[config.mk]
export PLATFORM = sky130hd
export DESIGN_NAME = mii_uart_bridge
export DESIGN_NICKNAME = d
export VERILOG_FILES = /design/src/rtl/mii_uart_pkg.sv /design/src/rtl/mii_uart_bridge_sync_fifo.sv /design/src/rtl/mii_uart_bridge.sv
export SDC_FILE = /design/constraint.sdc
export NUM_CORES = 1
export LEC_CHECK = 0
export BUFFER_PORTS_ARGS = -buffer_cell sky130_fd_sc_hd__buf_4
export CORE_AREA = 2 2 355 357
export CTS_CLUSTER_SIZE = 28
export DETAILED_ROUTE_END_ITERATION = 10
export DIE_AREA = 0 0 357 359
export GPL_ROUTABILITY_DRIVEN = 0
export SYNTH_ARGS = -nofsm -noshare
export SYNTH_HDL_FRONTEND = slang
export SYNTH_SLANG_ARGS = --single-unit
[constraint.sdc]
create_clock -name clk -period 8.3 [get_ports clk]
set_input_delay 1.245 -clock clk [delete_from_list [all_inputs] [get_ports clk]]
set_output_delay 1.245 -clock clk [all_outputs]
set_load 0.01 [all_outputs]
[src/rtl/mii_uart_pkg.sv]
// Shared types and constants for the MII-to-UART byte bridge.
// Covers the read-side FSM states, the FIFO entry layout and the ASCII helpers used by hex mode.
package mii_uart_pkg;

  typedef enum logic [2:0] {
    IDLE,
    LOAD,
    SEND,
    WAIT_ACT,
    WAIT_DONE,
    SECOND
  } state_t;

  localparam int ENTRY_W    = 9;
  localparam int MARKER_BIT = 8;

  localparam logic [7:0] ASCII_CR = 8'h0D;
  localparam logic [7:0] ASCII_LF = 8'h0A;

  // Uppercase hex digit for one nibble: 0-9 -> '0'..'9', 10-15 -> 'A'..'F'.
  function automatic logic [7:0] nibble_to_ascii(input logic [3:0] n);
    return (n < 4'd10) ? (8'h30 + {4'h0, n}) : (8'h37 + {4'h0, n});
  endfunction

endpackage

[src/rtl/mii_uart_bridge_sync_fifo.sv]
// Power-of-two synchronous FIFO with registered read and a wrap-bit pointer scheme.
// A push while full and a pop while empty are ignored.
module sync_fifo #(
  parameter int ADDR_W = 7,
  parameter int WIDTH  = 9
) (
  input  logic              clk,
  input  logic              reset,
  input  logic              push,
  input  logic [WIDTH-1:0]  wr_data,
  input  logic              pop,
  output logic [WIDTH-1:0]  rd_data,
  output logic              full,
  output logic              empty,
  output logic [ADDR_W:0]   fill
);

  localparam int DEPTH = 2**ADDR_W;

  logic [WIDTH-1:0] mem [DEPTH];
  logic [ADDR_W:0]  wr_ptr_reg;
  logic [ADDR_W:0]  rd_ptr_reg;
  logic             push_ok;
  logic             pop_ok;

  assign fill    = wr_ptr_reg - rd_ptr_reg;
  // Occupancy never exceeds DEPTH, so the top bit of fill is set only when full.
  assign full    = fill[ADDR_W];
  assign empty   = (fill == '0);
  assign push_ok = push & ~full;
  assign pop_ok  = pop & ~empty;

  always_ff @(posedge clk or posedge reset) begin
    if (reset) begin
      wr_ptr_reg <= '0;
      rd_ptr_reg <= '0;
    end else begin
      if (push_ok) wr_ptr_reg <= wr_ptr_reg + 1'b1;
      if (pop_ok)  rd_ptr_reg <= rd_ptr_reg + 1'b1;
    end
  end

  always_ff @(posedge clk) begin
    if (push_ok) mem[wr_ptr_reg[ADDR_W-1:0]] <= wr_data;
    if (pop_ok)  rd_data <= mem[rd_ptr_reg[ADDR_W-1:0]];
  end

endmodule

[src/rtl/mii_uart_bridge.sv]
// Byte bridge from the MII assembler to uart_tx: edge-detected writes, FIFO buffering, paced output.
// Define MII_UART_HEX_ASCII_EN to send bytes as two ASCII hex characters and frame ends as CR,LF.
module mii_uart_bridge
  import mii_uart_pkg::*;
#(
  parameter int ADDR_W = 7,
  parameter int DROP_W = 16
) (
  input  logic              clk,
  input  logic              reset,
  input  logic              in_rdy,
  input  logic [7:0]        in_q,
  input  logic              in_eof,
  input  logic              tx_active,
  output logic              tx_dv,
  output logic [7:0]        tx_byte,
  output logic [ADDR_W:0]   fill,
  output logic              overflow,
  output logic [DROP_W-1:0] drop_cnt
);

  logic               rdy_prev_reg;
  logic               eof_pend_reg;
  logic               eof_pend_next;
  logic               rise;
  logic               wr_req;
  logic [ENTRY_W-1:0] wr_data;
  logic               push;
  logic               drop;
  logic               pop;
  logic               full;
  logic               empty;
  logic [ENTRY_W-1:0] entry;

  state_t             state_reg;
  state_t             state_next;
  logic [7:0]         tx_byte_reg;
  logic [7:0]         tx_byte_next;
`ifdef MII_UART_HEX_ASCII_EN
  logic [7:0]         lo_char_reg;
  logic [7:0]         lo_char_next;
  logic               second_reg;
  logic               second_next;
`endif

  // A data write wins the cycle; a coincident frame end waits one cycle as a pending marker.
  assign rise    = in_rdy & ~rdy_prev_reg;
  assign wr_req  = rise | eof_pend_reg | in_eof;
  assign wr_data = rise ? {1'b0, in_q} : {1'b1, 8'h00};
  assign push    = wr_req & ~full;
  assign drop    = wr_req & full;

  always_comb begin
    eof_pend_next = rise ? (eof_pend_reg | in_eof) : (eof_pend_reg & in_eof);
  end

  sync_fifo #(
    .ADDR_W (ADDR_W),
    .WIDTH  (ENTRY_W)
  ) u_fifo (
    .clk     (clk),
    .reset   (reset),
    .push    (push),
    .wr_data (wr_data),
    .pop     (pop),
    .rd_data (entry),
    .full    (full),
    .empty   (empty),
    .fill    (fill)
  );

  always_ff @(posedge clk or posedge reset) begin
    if (reset) begin
      rdy_prev_reg <= 1'b0;
      eof_pend_reg <= 1'b0;
      overflow     <= 1'b0;
      drop_cnt     <= '0;
    end else begin
      rdy_prev_reg <= in_rdy;
      eof_pend_reg <= eof_pend_next;
      if (drop) begin
        overflow <= 1'b1;
        if (drop_cnt != {DROP_W{1'b1}}) drop_cnt <= drop_cnt + 1'b1;
      end
    end
  end

  // IDLE also waits for tx_active low so a strobe is never raised into a busy transmitter.
  always_comb begin
    state_next   = state_reg;
    tx_byte_next = tx_byte_reg;
    pop          = 1'b0;
    tx_dv        = 1'b0;
`ifdef MII_UART_HEX_ASCII_EN
    lo_char_next = lo_char_reg;
    second_next  = second_reg;
`endif
    case (state_reg)
      IDLE: begin
        if (!empty && !tx_active) begin
          pop        = 1'b1;
          state_next = LOAD;
        end
      end
      LOAD: begin
        if (entry[MARKER_BIT]) begin
`ifdef MII_UART_HEX_ASCII_EN
          tx_byte_next = ASCII_CR;
          lo_char_next = ASCII_LF;
          second_next  = 1'b1;
          state_next   = SEND;
`else
          state_next   = IDLE;
`endif
        end else begin
`ifdef MII_UART_HEX_ASCII_EN
          tx_byte_next = nibble_to_ascii(entry[7:4]);
          lo_char_next = nibble_to_ascii(entry[3:0]);
          second_next  = 1'b1;
`else
          tx_byte_next = entry[7:0];
`endif
          state_next   = SEND;
        end
      end
      SEND: begin
        tx_dv      = 1'b1;
        state_next = WAIT_ACT;
      end
      WAIT_ACT: begin
        if (tx_active) state_next = WAIT_DONE;
      end
      WAIT_DONE: begin
        if (!tx_active) begin
`ifdef MII_UART_HEX_ASCII_EN
          state_next = second_reg ? SECOND : IDLE;
`else
          state_next = IDLE;
`endif
        end
      end
`ifdef MII_UART_HEX_ASCII_EN
      SECOND: begin
        tx_byte_next = lo_char_reg;
        second_next  = 1'b0;
        state_next   = SEND;
      end
`endif
      default: state_next = IDLE;
    endcase
  end

  always_ff @(posedge clk or posedge reset) begin
    if (reset) begin
      state_reg   <= IDLE;
      tx_byte_reg <= 8'h00;
`ifdef MII_UART_HEX_ASCII_EN
      lo_char_reg <= 8'h00;
      second_reg  <= 1'b0;
`endif
    end else begin
      state_reg   <= state_next;
      tx_byte_reg <= tx_byte_next;
`ifdef MII_UART_HEX_ASCII_EN
      lo_char_reg <= lo_char_next;
      second_reg  <= second_next;
`endif
    end
  end

  assign tx_byte = tx_byte_reg;

endmodule

==> flow_summary.ini <==
[drt]
routed_wl_um = 116000
dr_wl_met3_um = 9370
antenna_left = 0
wl_met1_um = 47200
top_layer = met4
drc = 0
num_vias = 23200
vias_per_cell = 5.66
drt-pass1-iter-count = 6
met2WireLength_um = 56400
wl_per_cell_um = 28.3
first_iter_violations = 2883

[floorplanning]
die_w_um = 357
io_pins = 47
fp.dieArea_um2 = 128000
die_h_um = 359
start_util = 0.376
core_um2 = 125000
row_count = 130

[worst_setup_path]
path_common_cell = nor2_1
crit_type = reg -> reg
max_stage_delay_ps = 1040
cp-end-kind = register
worstPathCellList = inv_2, buf_4, ha_1, nor2_1, a211oi_2, o221ai_1, a21bo_4, inv_4, nor2_4, nand3_2, nor2_1
cp-start-kind = register
crit_slowest_cell = nor2_1
path_max_fanout = 61
arrival_ps = 5690
required_ps = 8580

[sta]
finalWorstSetupSlack_ps = 2900
finalSetupTns_ps = 0
finClkSkew_ps = 43.4
tightest_slew_ps = 1110
slew_viol_final = 0
hold_viol = 0
rsz0062_at_grt = false
min_period_ps = 5400
slew-limit-headroom = 0.259
worst_hold_slack_ps = 494
setup_viol = 0
fmax_mhz = 185
post-route-period-util = 0.651

[yosys]
synth_ff_type = edfxtp_1
syn_area_um2 = 46800
synth_top_cell_by_area = edfxtp_1
seq_area_frac_synth = 0.769
synthTopCellsByArea = edfxtp_1 74%, mux4_2 13%, dfrtp_1 2.5%, mux2i_1 1.5%, nor2_1 1.3%
synth_top_area_frac = 0.744
syn-num-nets = 2296
ys_ff_latch = 1207
synth_cell_types = 67
yosys_warnings = 0
synth_edf_count = 1161
synthCells = 2272
syn_area_per_cell_um2 = 20.6
synthArstFlopShare = 0.0381

[clock_network]
cts_resized = 0
htreeDepth = 3
cts_tree = built
cts_sinks = 1207
hold_buffers = 0
clk_latency_ps = 700
clkTransAtPathRegs_ps = 70
cts_buffers = 113
clock_path_buffers = 3
root_buffer = clkbuf_16
post_cts_buffers = 0

[cells_and_area]
fin_cells = 4099
area_growth_pct = 12.8
fin_nets = 2379
design_area_um2 = 52900
drive_above_1_share = 0.229
largest_reg_flops = 1152

[placed_design]
io_buffers = 46
dp_hpwl_um = 70800
dp_slack_ps = 3040
place_area_um2 = 49100
dp_cells = 3890

[status]
status = finished, final reports clean

[flow_run]
cap_viol_max_count = 0

[grt]
first_global_vias = 23500
grt_overflow = 0
grt_pass1_wl_um = 169000
grt_max_degree = 83
antenna_found_initial = 1
grt_use_total = 0.180

[pwr]
p_clk_frac = 0.315
cellLeakagePower_nw = 17.0
p_sw_mw = 5.03
ir_worst_vdd_mv = 0.283
p_sw_frac = 0.301
internal_power_mw = 11.7
powerDensity_nw_per_um2 = 316
power_frac_seq = 0.422
combPwrFrac = 0.262

[min_path]
min_path_type = reg -> reg
## power by group through the flow
stage | combinational (mW) | sequential, mW | clock, mW
2_1_floorplan | 3.07 | 7.00 | 0
3_3_place_gp | 4.35 | 7.17 | 0
3_5_place_dp | 4.39 | 7.18 | 0
4_1_cts | 4.40 | 7.05 | 5.35
5_1_grt | 4.62 | 7.07 | 5.58
6_report | 4.39 | 7.06 | 5.27
## stage by stage
| step | utilization | total power [mW] |
|---|---|---|
| final | 0.424 | 16.7 |
| after global routing | 0.424 | 17.3 |
| after CTS | 0.424 | 16.8 |
| after detailed placement | 0.394 | 11.6 |
| after global placement | 0.394 | 11.5 |
| after floorplan | - | 10.1 |
## cells in the final DEF, fill, tap and decap left out, types with 42 or more instances in the layout
| master | n |
|---|---|
| a21oi_1 | 42 |
| a22oi_1 | 64 |
| buf_4 | 80 |
| clkbuf_16 | 114 |
| dfrtp_1 | 43 |
| edfxtp_1 | 1161 |
| mux2i_1 | 71 |
| mux4_2 | 264 |
| nand2_1 | 57 |
| nor2_1 | 160 |
## synth_stat cells, types with 14 or more instances
cell      instances
mux4_2          264
o21ai_0          17
clkbuf_1         58
nor2_1          164
buf_2            43
xnor2_1          28
nor4_1           17
o22ai_1          31
dfrtp_1          46
edfxtp_1       1161
nor3_1           23
a21oi_1          42
mux2i_1          71
nand3_1          24
a22oi_1          64
a221oi_1         14
nand2_1          59
## metal layers
layer / up-vias / track usage
met2: 1094 / 0.290
met4: 0 / 0.0540
met3: 171 / 0.0325
li1: 9584 / -
met5: - / 0
met1: 12300 / 0.250
## cells by family after synthesis
group | Yosys count | share of synthesized area
flops | 1207 | 0.769
mux | 348 | 0.145
simple gates | 338 | 0.0338
compound gates | 206 | 0.0302
buf+inv | 126 | 0.0119
xor+xnor | 35 | 0.00654
fa+ha+maj | 12 | 0.00331
## area by class of cell
cell class	instances	area [um^2]
inverters	13	56.3
fillers	10700	71700
diodes	1	2.50
well taps	1650	2060
clock inverters	68	825
flip-flops and latches	1207	36000
clock buffers	140	2950
multi-input cells	939	10300
repair buffers	81	621
## worst max-delay path, delay by kind of cell (launching register included)
family | cells | cell delay (ps)
buffers and inverters | 3 | 470
AND/OR/NAND/NOR | 4 | 2230
adder cells (fa/ha/maj) | 1 | 460
AO/OA/AOI/OAI | 3 | 720
flip-flops | 1 | 1030
## final timing paths
kind | from | to | slack (ps) | cells past startpoint
min in group asynchronous | reset | drop_cnt[5]$_DFFE_PP0P_ | 710 | 3
max | u_fifo.rd_ptr_reg[2]$_DFFE_PP0P_ | u_fifo.mem[98][7]$_DFFE_PP_ | 2900 | 11
min reg2reg | drop_cnt[11]$_DFFE_PP0P_ | drop_cnt[11]$_DFFE_PP0P_ | 490 | 1
min | drop_cnt[11]$_DFFE_PP0P_ | drop_cnt[11]$_DFFE_PP0P_ | 490 | 1
max in group asynchronous | reset | u_fifo.rd_ptr_reg[1]$_DFFE_PP0P_ | 7100 | 3
max reg2reg | u_fifo.rd_ptr_reg[2]$_DFFE_PP0P_ | u_fifo.mem[98][7]$_DFFE_PP_ | 2900 | 11
Note: power is estimated with default switching activity, not from simulation.
